--- src/rtl/serial_in_scanner_pkg.sv ---
// Shared FSM encoding and filter helper for the 74LV165 serial-input scanner.
package serial_in_scanner_pkg;

    typedef enum logic [2:0] {
        ST_IDLE     = 3'd0,
        ST_LOAD     = 3'd1,
        ST_SHIFT_LO = 3'd2,
        ST_SHIFT_HI = 3'd3,
        ST_COMMIT   = 3'd4
    } scan_state_e;

    localparam int MATCH_W = 8;

    function automatic logic [MATCH_W-1:0] sat_inc(input logic [MATCH_W-1:0] value,
                                                   input logic [MATCH_W-1:0] limit);
        logic [MATCH_W-1:0] result;
        if (value >= limit) result = limit;
        else                result = value + MATCH_W'(1);
        return result;
    endfunction

endpackage

--- src/rtl/serial_in_scanner_tick_gen.sv ---
// CLK_DIV phase counter with clear; tick marks the last cycle of each phase.
module serial_in_scanner_tick_gen #(
    parameter int CLK_DIV = 4
) (
    input  logic clk,
    input  logic reset,
    input  logic clear,
    output logic tick
);
    localparam int PH_W = $clog2(CLK_DIV);
    localparam logic [PH_W-1:0] PH_LAST = PH_W'(CLK_DIV - 1);

    logic [PH_W-1:0] phase_r;

    // Phase counter: held at zero while cleared, wraps every CLK_DIV cycles.
    always_ff @(posedge clk) begin
        if (reset || clear)          phase_r <= PH_W'(0);
        else if (phase_r == PH_LAST) phase_r <= PH_W'(0);
        else                         phase_r <= phase_r + PH_W'(1);
    end

    assign tick = (phase_r == PH_LAST);

endmodule

--- src/rtl/serial_in_scanner.sv ---
// Scans NUM_CHAINS 74LV165 chains in parallel, filters each completed scan
// and presents the stable panel word with done/changed strobes.
module serial_in_scanner
    import serial_in_scanner_pkg::*;
#(
    parameter int NUM_CHAINS   = 5,
    parameter int CHAIN_BITS   = 16,
    parameter int CLK_DIV      = 4,
    parameter int STABLE_SCANS = 2
) (
    input  logic                           clk,
    input  logic                           reset,
    input  logic                           scan_en,
    input  logic                           scan_req,
    output logic                           SH_LDn,
    output logic                           RCLK,
    input  logic [NUM_CHAINS-1:0]          QH,
    output logic [NUM_CHAINS*CHAIN_BITS-1:0] data_out,
    output logic                           scan_done,
    output logic                           data_changed,
    output logic                           busy
);
    localparam int DATA_W = NUM_CHAINS * CHAIN_BITS;
    localparam int BIT_W  = $clog2(CHAIN_BITS);
    localparam logic [BIT_W-1:0]   LAST_BIT   = BIT_W'(CHAIN_BITS - 1);
    localparam logic [MATCH_W-1:0] STABLE_LIM = MATCH_W'(STABLE_SCANS);

    scan_state_e state_r, state_nx;
    logic pending_r, pending_nx;
    logic sh_ldn_r, rclk_r, busy_r, scan_done_r, data_changed_r;
    logic [NUM_CHAINS-1:0] qh_r;
    logic [BIT_W-1:0] bit_idx_r;
    logic [NUM_CHAINS-1:0][CHAIN_BITS-1:0] sh_r;
    logic [DATA_W-1:0] sh_flat_s, cand_r, data_r;
    logic [MATCH_W-1:0] match_cnt_r, match_post_s;
    logic tick_s, tick_clear_s, update_s;

    // Restart the phase counter so every LOAD begins on a fresh phase.
    assign tick_clear_s = (state_r == ST_IDLE) || (state_r == ST_COMMIT);

    serial_in_scanner_tick_gen #(.CLK_DIV(CLK_DIV)) u_tick (
        .clk   (clk),
        .reset (reset),
        .clear (tick_clear_s),
        .tick  (tick_s)
    );

    // Next-state and one-deep request merging.
    always_comb begin
        state_nx   = state_r;
        pending_nx = pending_r;
        case (state_r)
            ST_IDLE: begin
                pending_nx = 1'b0;
                if (scan_en || scan_req || pending_r) state_nx = ST_LOAD;
                else                                  state_nx = ST_IDLE;
            end
            ST_LOAD: begin
                pending_nx = pending_r | scan_req;
                if (tick_s) state_nx = ST_SHIFT_LO;
                else        state_nx = ST_LOAD;
            end
            ST_SHIFT_LO: begin
                pending_nx = pending_r | scan_req;
                if (tick_s) state_nx = ST_SHIFT_HI;
                else        state_nx = ST_SHIFT_LO;
            end
            ST_SHIFT_HI: begin
                pending_nx = pending_r | scan_req;
                if (tick_s && (bit_idx_r == LAST_BIT)) state_nx = ST_COMMIT;
                else if (tick_s)                       state_nx = ST_SHIFT_LO;
                else                                   state_nx = ST_SHIFT_HI;
            end
            ST_COMMIT: begin
                // A held request is consumed by the follow-on scan; a new one re-arms it.
                pending_nx = scan_req;
                if (scan_en || pending_r) state_nx = ST_LOAD;
                else                      state_nx = ST_IDLE;
            end
            default: begin
                state_nx   = ST_IDLE;
                pending_nx = 1'b0;
            end
        endcase
    end

    // State register and registered chain controls derived from the next state.
    always_ff @(posedge clk) begin
        if (reset) begin
            state_r   <= ST_IDLE;
            pending_r <= 1'b0;
            sh_ldn_r  <= 1'b1;
            rclk_r    <= 1'b0;
            busy_r    <= 1'b0;
        end else begin
            state_r   <= state_nx;
            pending_r <= pending_nx;
            sh_ldn_r  <= (state_nx != ST_LOAD);
            rclk_r    <= (state_nx == ST_SHIFT_HI);
            busy_r    <= (state_nx != ST_IDLE);
        end
    end

    // Input register, bit counter and per-chain shift registers (MSB arrives first).
    always_ff @(posedge clk) begin
        if (reset) begin
            qh_r      <= '0;
            bit_idx_r <= BIT_W'(0);
            sh_r      <= '0;
        end else begin
            qh_r <= QH;
            if (state_r == ST_LOAD) bit_idx_r <= BIT_W'(0);
            else if ((state_r == ST_SHIFT_HI) && tick_s) bit_idx_r <= bit_idx_r + BIT_W'(1);
            if ((state_r == ST_SHIFT_LO) && tick_s) begin
                for (int c = 0; c < NUM_CHAINS; c++) begin
                    sh_r[c] <= {sh_r[c][CHAIN_BITS-2:0], qh_r[c]};
                end
            end
        end
    end

    assign sh_flat_s = sh_r;

    // Stability filter: count consecutive identical scans, publish once stable and different.
    always_comb begin
        match_post_s = MATCH_W'(1);
        update_s     = 1'b0;
        if (sh_flat_s == cand_r) match_post_s = sat_inc(match_cnt_r, STABLE_LIM);
        else                     match_post_s = MATCH_W'(1);
        if ((state_r == ST_COMMIT) && (match_post_s >= STABLE_LIM) && (sh_flat_s != data_r))
            update_s = 1'b1;
        else
            update_s = 1'b0;
    end

    // Filter state, published word and completion strobes.
    always_ff @(posedge clk) begin
        if (reset) begin
            cand_r         <= '0;
            match_cnt_r    <= MATCH_W'(0);
            data_r         <= '0;
            scan_done_r    <= 1'b0;
            data_changed_r <= 1'b0;
        end else begin
            scan_done_r    <= (state_r == ST_COMMIT);
            data_changed_r <= update_s;
            if (state_r == ST_COMMIT) begin
                cand_r      <= sh_flat_s;
                match_cnt_r <= match_post_s;
            end
            if (update_s) data_r <= sh_flat_s;
        end
    end

    assign SH_LDn       = sh_ldn_r;
    assign RCLK         = rclk_r;
    assign busy         = busy_r;
    assign scan_done    = scan_done_r;
    assign data_changed = data_changed_r;
    assign data_out     = data_r;

endmodule

--- config.mk ---
export PLATFORM = sky130hd
export DESIGN_NAME = serial_in_scanner
export DESIGN_NICKNAME = d
export VERILOG_FILES = /design/src/rtl/serial_in_scanner_pkg.sv /design/src/rtl/serial_in_scanner_tick_gen.sv /design/src/rtl/serial_in_scanner.sv
export SDC_FILE = /design/constraint.sdc
export NUM_CORES = 1
export LEC_CHECK = 0
export CORE_MARGIN = 1.5
export CORE_UTILIZATION = 53
export DETAILED_ROUTE_END_ITERATION = 6
export HOLD_SLACK_MARGIN = 0.02
export PLACE_DENSITY_LB_ADDON = 0.15
export SYNTH_ARGS = -nofsm -noshare
export SYNTH_HDL_FRONTEND = slang
export SYNTH_SLANG_ARGS = --single-unit
--- constraint.sdc ---
create_clock -name clk -period 2.1 [get_ports clk]
set_clock_uncertainty 0.15 [all_clocks]
set_input_delay 0.42 -clock clk [delete_from_list [all_inputs] [get_ports clk]]
set_output_delay 0.42 -clock clk [all_outputs]
set_load 0.01 [all_outputs]
==> results of run 1 <==
final timing paths:
check | start | endpoint
worst min register to register | u_tick.phase_r[0] | u_tick.phase_r[0]
worst max-delay path | sh_flat_s[67] | data_out[43]
worst max register to register | sh_flat_s[67] | data_out[43]
worst min-delay path | u_tick.phase_r[0] | u_tick.phase_r[0]
logic make-up (layout without fill, tap and decap cells):
| logic type | after synthesis | after routing |
|---|---|---|
| AO/OA/AOI/OAI | 175 | 175 |
| buffers and inverters | 86 | 405 |
| multiplexers | 80 | 80 |
| AND/OR/NAND/NOR | 589 | 589 |
| XOR/XNOR | 163 | 163 |
| adder cells (fa/ha/maj) | 4 | 4 |
| flip-flops | 268 | 268 |
layout by cell type, fill, tap and decap left out, drive strengths merged, types with 2 or more instances in the layout:
cell type and n:
nand2 327, clkinv 6, dlymetal6s2s 9, o21ai 2, nor2b 7, nor2 12, clkbuf 47, or2b 3
nand2b 158, mux2i 80, nand4 22, nor4 35, xnor2 49, nor3 6, or3 2, buf 257
or2 2, nand3 6, inv 2, ha 4, clkdlybuf4s50 16, dlygate4sd2 67, a21oi 167, and2 6
dfxtp 268, o21a 2, xor2 114
per-layer routing:
layer	vias to the layer above	share of wire, %	routed length (microns)
met5	-	0	0
met4	0	2.7	965
met3	56	6.8	2416
met2	355	47	16860
met1	5013	43	15470
li1	5069	-	-
through the flow:
step                      setup WS [ps]  power [mW]  cells  area (sq um)
after floorplan                   25.24       5.361   1365         11840
after global placement           -633.0       5.451   1894         14670
after detailed placement         -667.1       5.453   1894         14670
after CTS                        -283.2       10.27   1959         15910
after global routing             -459.4       10.52   1964         16040
final                            -379.7       10.24   1964         16040
cells in the mapped netlist:
master and n:
or3_1 2, nor2b_1 7, buf_12 8, a21oi_1 167, buf_2 1, clkbuf_1 74
inv_1 2, or2_2 2, nor4_2 1, nor2_1 12, nand2_1 327, o311a_1 1
dfxtp_1 268, nor4_1 34, o21a_1 2, o21ai_0 2, nand3_1 6, and3_1 1
nor3_2 1, nor3_1 5, a221oi_1 1, xor2_1 114, nor4b_1 1, or2b_1 3
xnor2_1 49, and2_1 6, mux2i_1 80, nor3b_1 1, nand2b_1 158, buf_8 1
o21bai_1 1, ha_1 4, a31oi_1 1, nand4_1 22
layout make-up:
| cell class | instances | area [sq um] |
|---|---|---|
| Clock buffer | 45 | 845.8 |
| Clock inverter | 7 | 60.06 |
| Fill cell | 1661 | 5849 |
| Inverter | 2 | 7.507 |
| Multi-Input combinational cell | 1011 | 6262 |
| Sequential cell | 268 | 5421 |
| Tap cell | 280 | 350.3 |
| Timing Repair Buffer | 351 | 3094 |
power by group:
group	internal, mW	total [mW]	leakage, nW	switching [mW]
Sequential	5.09	5.10	2.18	0.00516
Clock	2.87	4.90	0.450	2.04
Combinational	0.113	0.239	4.36	0.126
critical path, stage by stage, from the launching register on:
cell and delay (ps):
dfxtp_4 350, xor2_2 180, nor4_4 400, nand4_1 260, nor3_2 240, o311a_4 300, buf_4 140, buf_12 140
mux2i_1 220
flip-flops by register name, indices dropped and copies added (netlist names), 2 cells and up:
register        cells
data_out           80
qh_r                5
match_cnt_r         8
sh_flat_s          80
state_r             3
cand_r             80
u_tick.phase_r      2
bit_idx_r           4
what timing repair did:
item,CTS,global route
cloned,4,1
endpoints found under the setup margin,157,102
pin swaps,19,9
hold endpoints to repair,0,0
setup buffers,10,8
gates resized for setup,132,38
==> results.toml, run 1 <==
[route]
drt_iter0_markers = 842
ant_nets = 0
routed_via_density = 5.343
first_pass_iters = 5
wl_per_cell_microns = 18.18
vias = 10490
drcViolationCount = 0
drt_wl_total_mm = 35.71

[sta]
worst_slack_ps = -379.7
setup_tns_ps = -27030
relSlewSlack_pct = 49.40
rsz0062_at_grt = "true"
holdWs_ps = 274.1
fin_crit_sh_pct = 118.1
tightest_slew_ps = 759.0
finalSetupViolations = 84
drv_slew = 0
finalCriticalPeriod_ps = 2480
final_hold_viol_count = 0
clock.fmax_mhz = 403.3

[power]
power.density_mw_per_mm2 = 638.4
vdd_drop_max_mv = 0.5548
leakage_nw = 6.989

[floorplan]
placementRows = 54
chipWidth_microns = 152.5
core_region_area_sq_mm = 0.02189
die_y_microns = 152.5
die_area_sq_mm = 0.02325
start_util_pct = 54.10
io-pin-count = 94

[global_route]
gr-max-usage-layer = "met2"
grt_pass1_vias = 10280
grt_util_met3_pct = 4.209
grt_use_total_pct = 30.27
grt_max_degree = 87
grt_pass1_wl_mm = 56.30
grtUsageMet2_pct = 50.01
met1_usage_pct = 41.00
gr-total-overflow = 0
antenna_found_initial = 0

[clocking]
cts.sinks = 268
insertion_delay_ps = 550
ctsHoldBuffers = 0
cts-root-buf = "clkbuf_16"
numCtsBuffers = 28
cts_buffer_depth = 3
clk_pin_slew_worst_paths_ps = 60
htreeDepth = 1
cts_tree = "done"

[yosys]
yosys.area.top_type = "dfxtp_1"
yosys.area_share.simple_pct = 23.98
syn_area_per_cell_sq_um = 8.676
ys_seq_area_share_pct = 45.30
muxShareOfSynthArea_pct = 6.762
synth_compound_area_share_pct = 7.544
synth_top_family_by_area = "simple AND/OR/NAND/NOR gates"
synth_area_leaders = "dfxtp_1, nand2_1, xor2_1, nand2b_1, a21oi_1"
synth_top_area_share_pct = 45.30
synth_fa_ha_area_share_pct = 0.4226
synth_seq_cells = 268
syn-num-nets = 1378
synth_cells = 1365
synth_xor_area_share_pct = 12.05
synth_cell_types = 34
synth.cell_area_sq_mm = 0.01184
yosysWarnings = 0

[layout]
final_nets = 1675
syn_to_final_growth_pct = 35.46
post-route-util_pct = 73.28
num_antenna_cells = 0
drive_above_1_share_pct = 22.39

[worst_setup_path]
crit_type = "reg -> reg"
worstPathRequired_ps = 2410
reg2reg_slack_ps = -380
path_max_fanout = 9
cp-end-kind = "register"
r2r_cells = 8
crit_path_start_kind = "register"
worstPathArrival_ps = 2790

[placement]
dp_hpwl_mm = 23.94
place_congestion = 0.9227
io_buffers = 93

[worst_hold_path]
hold_depth = 1
hp-class = "reg -> reg"

[run_status]
status = "finished with violations"
failed_checks = "setup timing"

[run]
cap_violations = 0
Power figures use the tool's default switching activity.
==> run 2: changes to the inputs <==
--- a/config.mk
+++ b/config.mk
@@ -5,8 +5,9 @@
 export SDC_FILE = /design/constraint.sdc
 export NUM_CORES = 1
 export LEC_CHECK = 0
+export CAP_MARGIN = 0
 export CORE_MARGIN = 1.5
-export CORE_UTILIZATION = 53
+export CORE_UTILIZATION = 55
 export DETAILED_ROUTE_END_ITERATION = 6
 export HOLD_SLACK_MARGIN = 0.02
 export PLACE_DENSITY_LB_ADDON = 0.15
==> constraint.sdc (replaced) <==
create_clock -name clk -period 2.9 [get_ports clk]
set_clock_uncertainty 0.15 [all_clocks]
set_input_delay 0.58 -clock clk [delete_from_list [all_inputs] [get_ports clk]]
set_output_delay 0.58 -clock clk [all_outputs]
set_load 0.01 [all_outputs]
==> results.toml, run 2 (synthesis results as in run 1) <==
[worst_setup_path]
worstPathRequired_ps = 3210
slowest_delay_ps = 480
cp-end-kind = "register"
slowest_stage = "dfxtp_1"
path_max_fanout = 36
worstPathArrival_ps = 3120
crit_chain = "xor2_1 -> nor4_2 -> nand4_1 -> nor3_2 -> o311a_4 -> buf_12 -> mux2i_1"
crit_path_start_kind = "register"
crit_type = "reg -> reg"

[sta]
rsz0062_at_grt = "false"
tightest_slew_ps = 677.0
finalCriticalPeriod_ps = 2814
relSlewSlack_pct = 54.86
drv_slew = 0
fin_crit_sh_pct = 97.05
setup_tns_ps = 0
finalSetupViolations = 0
holdWs_ps = 281.1
clock.fmax_mhz = 355.3
final_hold_viol_count = 0
worst_slack_ps = 85.69

[placement]
io_buffers = 93
place_ws_ps = 36.22
dp_hpwl_mm = 20.96
place_congestion = 0.8992

[layout]
drive_above_1_share_pct = 7.206
layout_common_cells = "nand2_1, dfxtp_1, a21oi_1"
final_nets = 1463
fillCellCount = 1728
layout_commonest_cell = "nand2_1"
num_antenna_cells = 0
syn_to_final_growth_pct = 19.12

[run_status]
status = "completed"

[global_route]
grt_use_total_pct = 28.00
grt_max_degree = 100
gr-total-overflow = 0
grt_pass1_wl_mm = 48.89
antenna_found_initial = 0
grt_pass1_vias = 8725

[floorplan]
die_area_sq_mm = 0.02242
start_util_pct = 56.16
placementRows = 53
chipWidth_microns = 149.7
die_y_microns = 149.7
core_region_area_sq_mm = 0.02109
io-pin-count = 94

[power]
vdd_drop_max_mv = 0.4886
power.density_mw_per_mm2 = 531.0
total_power_mw = 7.490
leakage_nw = 5.302

[clocking]
cts_tree = "done"
insertion_delay_ps = 540
cts.sinks = 268
numCtsBuffers = 28
cts-root-buf = "clkbuf_16"
post_cts_buffers = 0
clk_pin_slew_worst_paths_ps = 60
htreeDepth = 1
cts_buffer_depth = 3

[worst_hold_path]
hp-class = "reg -> reg"

[route]
drt_iter0_markers = 722
first_pass_iters = 5
vias = 9480
drt_wl_total_mm = 31.20
drcViolationCount = 0
ant_nets = 0
routed_via_density = 5.430
wl_per_cell_microns = 17.87

[run]
cap_violations = 0
==> run 2: repair_timing <==
action | CTS | global route
hold buffers | 0 | 0
gates resized for setup | 1 | 0
endpoints found under the hold margin | 0 | 0
endpoints found under the setup margin | 1 | 0
==> run 2: worst paths after layout <==
path | slack [ps] | cells past startpoint | from | to
worst max register to register | 90 | 7 | sh_flat_s[65] | data_out[24]
worst min-delay path | 280 | 1 | u_tick.phase_r[0] | u_tick.phase_r[0]
worst max-delay path | 90 | 7 | sh_flat_s[65] | data_out[24]
worst min register to register | 280 | 1 | u_tick.phase_r[0] | u_tick.phase_r[0]
==> run 2: critical path, delay by kind of cell (launching register included) <==
family | cells | cell delay, ps
simple gates | 3 | 1060
xor+xnor | 1 | 130
buf+inv | 1 | 280
mux | 1 | 240
flops | 1 | 480
compound gates | 1 | 360
==> run 2: layout make-up <==
class | instances | area [sq um] | share of cell area (%)
Clock buffer | 42 | 884.6 | 6.270
Clock inverter | 9 | 73.82 | 0.5233
Inverter | 2 | 7.507 | 0.05322
Multi-Input combinational cell | 1011 | 6040 | 42.81
Sequential cell | 268 | 5365 | 38.03
Tap cell | 275 | 344.1 | 2.439
Timing Repair Buffer | 139 | 1393 | 9.871
==> run 2: metal layers <==
layer,track usage [%],vias up,share of wire [%],routed length [microns]
li1,-,4643,-,-
met1,39.73,4496,45,14170
met2,45.12,303,46,14410
met3,3.567,38,6.2,1943
met4,6.961,0,2.2,679
met5,0,-,0,0
==> run 2: power breakdown <==
part           internal [mW]  switching (mW)  leakage (nW)
Combinational         0.0670          0.0826          2.66
Clock                   2.19            1.46         0.485
Sequential              3.69         0.00671          2.16
==> run 2: through the flow <==
step                      util (%)  std cells  instance area, sq um
after floorplan                  -       1365                 11840
after global placement       62.32       1695                 13140
after detailed placement     62.32       1695                 13140
after CTS                    66.90       1746                 14110
after global routing         66.90       1746                 14110
final                        66.90       1746                 14110
==> run 3: changes to the inputs <==
--- a/config.mk
+++ b/config.mk
@@ -6,6 +6,7 @@
 export NUM_CORES = 1
 export LEC_CHECK = 0
 export CAP_MARGIN = 0
+export CORE_ASPECT_RATIO = 0.6
 export CORE_MARGIN = 1.5
 export CORE_UTILIZATION = 55
 export DETAILED_ROUTE_END_ITERATION = 6
==> results.toml, run 3 (synthesis results as in run 1) <==
[worst_setup_path]
crit_type = "reg -> reg"
crit_path_start_kind = "register"
worstPathRequired_ps = 3160
path_max_fanout = 25
worstPathArrival_ps = 3090
slowest_stage = "nor4_1"
cp-end-kind = "register"
crit_chain = "xnor2_1 -> nand4_1 -> nor4_1 -> nand3_1 -> o311a_4 -> buf_12 -> mux2i_1"
slowest_delay_ps = 630
crit_family = "simple AND/OR/NAND/NOR gates"
critPathBufInv = 1

[layout]
stdcell_count = 1739
layout_commonest_cell = "nand2_1"
num_antenna_cells = 0
final_nets = 1459
fillCellCount = 1735
layout_common_cells = "nand2_1, dfxtp_1, a21oi_1"
syn_to_final_growth_pct = 18.24
final_area_sq_mm = 0.01400
post-route-util_pct = 66.41
drive_above_1_share_pct = 6.507

[global_route]
grt_pass1_vias = 8794
grt_use_total_pct = 29.21
antenna_found_initial = 1
gr-total-overflow = 0
grt_pass1_wl_mm = 50.15
grt_max_degree = 100

[clocking]
cts.sinks = 268
cts-root-buf = "clkbuf_16"
post_cts_buffers = 0
numCtsBuffers = 24
cts_buffer_depth = 3
htreeDepth = 1
clk_pin_slew_worst_paths_ps = 70
insertion_delay_ps = 520
cts_tree = "done"

[route]
drcViolationCount = 0
drt_iter0_markers = 825
vias = 9490
first_pass_iters = 5
ant_nets = 0
wl_per_cell_microns = 18.69
routed_via_density = 5.457
drt_wl_total_mm = 32.50

[power]
leakage_nw = 5.235
switching_share_pct = 20.67
comb_power_share_pct = 2.1
vdd_drop_max_mv = 0.4836
power.density_mw_per_mm2 = 510.9
power.net_switching_mw = 1.478
power.share.clock_pct = 46.2
internal-power_mw = 5.675
seqPwrFrac_pct = 51.7

[sta]
tightest_slew_ps = 747.0
clock.fmax_mhz = 352.4
relSlewSlack_pct = 49.74
setup_tns_ps = 0
fin_crit_sh_pct = 97.85
finalSetupViolations = 0
rsz0062_at_grt = "false"
finalCriticalPeriod_ps = 2838
drv_slew = 0
final_hold_viol_count = 0

[placement]
place_congestion = 0.9494
placed_cell_area_sq_mm = 0.01319
placed_cells = 1699
io_buffers = 93
dp_hpwl_mm = 22.29

[floorplan]
die_area_sq_mm = 0.02245
start_util_pct = 56.17
die_y_microns = 116.7
io-pin-count = 94
placementRows = 41
core_region_area_sq_mm = 0.02108
chipWidth_microns = 192.4

[run_status]
status = "completed"

[worst_hold_path]
hp-class = "reg -> reg"

[run]
cap_violations = 0
## run 3: cell count changes in the layout (fill, tap and decap cells not counted), sizes merged
cell    previous run  this run
inv                3         2
clkbuf            43        35
bufinv             1         2
clkinv             7         4
## run 3: repair_timing
item                                   CTS  global route
setup endpoints to repair                0             2
hold buffers                             0             0
endpoints found under the hold margin    0             0
gates resized for setup                  0             1
## run 3: final cells by class
| cell class | count | area [sq um] | share of cell area (%) |
|---|---|---|---|
| Clock buffer | 34 | 729.5 | 5.210 |
| Clock inverter | 6 | 80.08 | 0.5719 |
| Inverter | 2 | 7.507 | 0.05361 |
| Multi-Input combinational cell | 1011 | 6041 | 43.14 |
| Sequential cell | 268 | 5365 | 38.32 |
| Tap cell | 279 | 349.1 | 2.493 |
| Timing Repair Buffer | 139 | 1430 | 10.21 |
## run 3: final timing paths
path | startpoint | to | slack (ps) | depth (start not counted)
max | sh_flat_s[12] | data_out[66] | 60 | 7
min | u_tick.phase_r[0] | u_tick.phase_r[0] | 290 | 1
max reg2reg | sh_flat_s[12] | data_out[66] | 60 | 7
min reg2reg | u_tick.phase_r[0] | u_tick.phase_r[0] | 290 | 1
## run 3: stage by stage
step                setup slack [ps]  power, mW  hold WS (ps)
CTS                            109.5      7.177         291.9
detailed placement             146.0      3.933         275.9
floorplan                      825.2      3.882         258.0
global placement               185.2      3.931         265.6
finish                         62.35      7.153         288.4
global route                   8.385      7.344         307.0
## run 3: layer usage
| metal | GRT usage, % | share of wire [%] | vias up |
|---|---|---|---|
| met2 | 40.70 | 40 | 303 |
| met1 | 43.82 | 49 | 4489 |
| met5 | 0 | 0.040 | - |
| met3 | 7.181 | 8.1 | 74 |
| met4 | 9.147 | 3.2 | 2 |
| li1 | - | - | 4622 |
## run 3: power by group through the flow
stage / registers, mW / logic, mW / clock network [mW]
after floorplan: 3.78 / 0.105 / 0
after global placement: 3.78 / 0.151 / 0
after detailed placement: 3.78 / 0.153 / 0
after CTS: 3.70 / 0.153 / 3.33
after global routing: 3.69 / 0.165 / 3.48
final: 3.70 / 0.154 / 3.30
==> edit 1, RTL diff (settings of run 1) <==
Re-encode `scan_state_e` (5 states) as Gray code, 3 bits wide.
--- a/src/rtl/serial_in_scanner_pkg.sv
+++ b/src/rtl/serial_in_scanner_pkg.sv
@@ -3,9 +3,9 @@
 
     typedef enum logic [2:0] {
-        ST_IDLE     = 3'd0,
-        ST_LOAD     = 3'd1,
-        ST_SHIFT_LO = 3'd2,
-        ST_SHIFT_HI = 3'd3,
-        ST_COMMIT   = 3'd4
+        ST_IDLE     = 3'b000,
+        ST_LOAD     = 3'b001,
+        ST_SHIFT_LO = 3'b011,
+        ST_SHIFT_HI = 3'b010,
+        ST_COMMIT   = 3'b110
     } scan_state_e;
 
Check against the original RTL: same outputs for any inputs over 10 cycles, from zero or initial values and one cycle with reset high; not proved beyond that.
==> edit 1 against run 1 <==
  * The run still ends with setup timing left
  * Power increased by 0.35%
  * Routed wire length increased by 7.4%
  * Critical endpoint is now data_out[78]
  * Count of clock-buffer cells in the layout decreased by 5
  * Final area decreased by 0.94%
  * Sequential cell count unchanged
  * Synthesized area decreased by 2.9%
  * Critical path depth increased by 2
  * Worst setup slack got worse by 220 ps
  * Highest routed layer unchanged
==> edit 1: results (changes against run 1) <==
Placement
  – Final HPWL DP: 23000 µm (-3.9%)
  – DP Worst Slack: -459 ps (+208 ps)
  – Gpl congestion: 0.922 (about the same)

Routing
  – DR WL met2: 17900 µm (+6.0%)
  – Routed wire length on met3: 3440 µm (+42%)
  – DRT iter0 DRCs: 1114 (+32%)
  – Met1 WL: 15500 µm (+0.44%)

Power
  – Clock power frac: 48.9% (+1.0 points)
  – Int Power: 0.00809 W (+0.28%)
  – Peak supply drop: 643 µV (+16%)

Min path
  – Hold path cells: 2 (+1)
  – Hold path endpoint: match_cnt_r[1]

Final layout
  – Filler cells: 1530 (-7.9%)
  – Layout Nets: 1679 (+0.24%)
  – Signal buffers share of area: 20.7% (+1.4 points)
  – FFs & Latches: 268 (unchanged)
  – Multi-In Gates: 1014 (+0.30%)
  – Logic inverters: 3 (+1)
  – Non-CTS buffers: 350 (-0.28%)
  – Clock-cell share: 5.84% (+0.20 points)

Global routing
  – Vias in the first global route: 10269 (-0.12%)
  – GR Util met2: 50.1% (+0.10 points)
  – Total track usage: 32.1% (+1.8 points)
  – GR Util met1: 43.4% (+2.4 points)
  – Largest net degree at the start of global routing: 84 (-3.4%)

Yosys
  – Post-synthesis xor/xnor area fraction: 12.5% (+0.44 points)
  – Synthesized-area fraction occupied by adder cells: 0.435% (+0.013 points)
  – Largest cells by area after synthesis: dfxtp_1 (47%), nand2_1 (13%), a21oi_1 (11%)
  – Synth cell types: 36 (+5.9%)

STA
  – WHS: 197 ps (-77.5 ps)
  – Final setup vio count: 84 (unchanged)
  – PnR worst setup slack: -603 ps (-223 ps)

Worst setup path
  – Arr. time, crit path: 3010 ps (+220 ps)
  – Worst setup path start: sh_flat_s[66]
  – Crit path max-delay family: buffers and inverters
  – Reg2Reg Depth: 10 (+2)

Outcome
  – Failing checks: setup timing
  – Status: complete, but fails checks

Clocking
  – Resize count post-CTS: 108 (-18%)
  – TritonCTS Buffers: 29 (+3.6%)
-- edit 1: changes by cell type after synthesis, sizes merged, moves of 8 or more --
cell	before	now
xnor2	49	113
nand2	327	407
nor2	12	20
a21oi	167	246
clkbuf	74	155
xor2	114	51
nand4	22	112
mux2i	80	2
buf	10	21
nor4	35	19
nand2b	158	3
-- edit 1: per-stage QoR --
| stage | TNS (ps) | cells | power, W | instance area (µm²) | util, % |
|---|---|---|---|---|---|
| 2_1_floorplan | -10470 | 1461 | 0.00530 | 11500 | - |
| 3_3_place_gp | -31600 | 1885 | 0.00536 | 14000 | 66.3 |
| 3_5_place_dp | -34730 | 1885 | 0.00536 | 14000 | 66.3 |
| 4_1_cts | -26680 | 1944 | 0.0103 | 15300 | 72.2 |
| 5_1_grt | -39250 | 1961 | 0.0105 | 15900 | 75.1 |
| 6_report | -41810 | 1962 | 0.0103 | 15900 | 75.1 |
==> edit 2, RTL diff (config.mk and constraints of run 1) <==
Made on the original files. `CLK_DIV` is set to 4 in 2 places; all go to 2.
--- a/src/rtl/serial_in_scanner_tick_gen.sv
+++ b/src/rtl/serial_in_scanner_tick_gen.sv
@@ -1,5 +1,5 @@
 // CLK_DIV phase counter with clear; tick marks the last cycle of each phase.
 module serial_in_scanner_tick_gen #(
-    parameter int CLK_DIV = 4
+    parameter int CLK_DIV = 2
 ) (
     input  logic clk,
--- a/src/rtl/serial_in_scanner.sv
+++ b/src/rtl/serial_in_scanner.sv
@@ -6,5 +6,5 @@
     parameter int NUM_CHAINS   = 5,
     parameter int CHAIN_BITS   = 16,
-    parameter int CLK_DIV      = 4,
+    parameter int CLK_DIV      = 2,
     parameter int STABLE_SCANS = 2
 ) (
Behaviour: not the same (Yosys sat finds a counterexample within 4 cycles, from zero or initial values and one cycle with reset high).
==> edit 2 against run 1 <==
  * The flow still finishes with violations (setup timing)
  * Count of clock-buffer cells in the layout decreased by 2
  * Synthesized area grew 1.4%
  * Routed wire length grew 7.1%
  * Synthesized cell count up 1.5%
  * Sequential power about the same
  * Final area increased by 1.9%
  * Non-clock buffer count increased by 2
  * Sequential cell count fell by 1
  * Final cell count grew 0.97%
  * Sequential share of layout area is 0.76 points lower
  * Worst setup slack got worse by 63 ps
  * Core utilization rose by 0.96 points
  * Power shrank 0.77%
  * Critical endpoint is now data_out[78]
==> edit 2: results (changes against run 1) <==
Yosys
  – Mux contribution to synthesized area: 6.75% (-0.0075 points)
  – Commonest cells in the netlist: nand2_1 (327), dfxtp_1 (267), a21oi_1 (166)
  – Largest cells by area after synthesis: dfxtp_1 (45%), nand2_1 (10%), nand2b_1 (8.2%)
  – Synthesized-area fraction occupied by adder cells: 0.313% (-0.11 points)
  – Syn Nets: 1398 (+1.5%)
  – Post-synthesis average cell area: 8.66 µm² (-0.17%)
  – Synth Area in Compound Gates: 7.37% (-0.17 points)
  – Synth cell types: 36 (+5.9%)
  – Post-synthesis xor/xnor area fraction: 12.0% (-0.089 points)
  – Sequential area share after synthesis: 44.5% (-0.78 points)

Clocking
  – Resize count post-CTS: 133 (+0.76%)
  – Reg clk slew, reported paths: 60 ps (about the same)
  – Post CTS Setup Buffer Count: 7 (-3)

STA
  – Final setup vio count: 82 (-2.4%)
  – Rel. slew slack: 29.6% (-20 points)
  – PnR worst setup slack: -442 ps (-62.5 ps)
  – Setup TNS: -29830 ps (-2800 ps)

Power
  – Switch Pwr: 0.00220 W (+1.2%)
  – PnR Total Power: 0.0102 W (-0.77%)
  – Seq group: 0.00509 W (about the same)
  – Pleak: 6.66 nW (-4.7%)
  – Peak supply drop: 465 µV (-16%)
  – Clock Power: 0.00479 W (-2%)

Routing
  – Routed wire length on met3: 3270 µm (+35%)
  – Drt via density: 5.49 (+2.7%)
  – Final WL: 38200 µm (+7.1%)
  – DR WL met2: 17200 µm (+2.1%)
  – Met1 WL: 16300 µm (+5.1%)
  – Uppermost layer routed: met5
  – DRT iter0 DRCs: 878 (+4.3%)

Worst setup path
  – Crit path max-delay family: simple AND/OR/NAND/NOR gates
  – Critical path's slowest cell: o2111a_2
  – Crit path largest cell delay: 360 ps (-40 ps)
  – Arr. time, crit path: 2820 ps (+30 ps)
  – CP max FO: 7 (-2)

Min path
  – Hold path cells: 2 (+1)
  – Hold Path Class: in -> reg

Global routing
  – Vias in the first global route: 10423 (+1.4%)
  – Routing usage on met3: 5.95% (+1.7 points)
  – First-pass GRT wire length: 58300 µm (+3.6%)
  – GR Util met1: 43.3% (+2.3 points)
  – Total track usage: 31.8% (+1.5 points)
  – Initial antenna violation count: 1 (+1)
  – GR Util met2: 50.4% (+0.41 points)
  – Largest net degree at the start of global routing: 86 (-1.1%)

Placement
  – Final HPWL DP: 24900 µm (+4.0%)
  – DP Cell Count: 1919 (+1.3%)
  – DP Worst Slack: -472 ps (+195 ps)
  – Placed inst area: 14800 µm² (+1.1%)
  – Gpl congestion: 0.933 (+1.1%)

Outcome
  – Status: complete, but fails checks
  – Failing checks: setup timing

Final layout
  – ANT cells: 0 (unchanged)
  – Layout Cells excl Fill: 1983 (+0.97%)
  – Proportion of layout cells with a drive suffix above 1: 22.5% (+0.10 points)
  – Layout Nets: 1696 (+1.3%)
==> edit 2: changes by cell type in the layout (fill, tap and decap cells not counted), moves of 5 or more <==
cell / change
nand4_1: +13
xnor2_1: +35
nor4_2: -9
buf_16: +5
nor4_1: +11
dlygate4sd2_1: -6
xnor2_2: +11
clkdlybuf4s50_1: +6
xor2_1: -45
==> edit 2: worst paths after layout <==
check / from / slack, ps / end
hold / removal: reset / 240 / state_r[0]
setup reg to reg: sh_flat_s[40] / -440 / data_out[78]
setup / recovery: sh_flat_s[40] / -440 / data_out[78]
hold reg to reg: qh_r[4] / 310 / sh_flat_s[64]
==> edit 2: cell type report <==
cell class	count	area (µm²)
Multi-Input combinational cell	1032	6490
Fill cell	1605	5670
Sequential cell	267	5400
Timing Repair Buffer	353	3220
Clock buffer	43	848
Tap cell	280	350
Clock inverter	6	37.5
Inverter	2	7.51
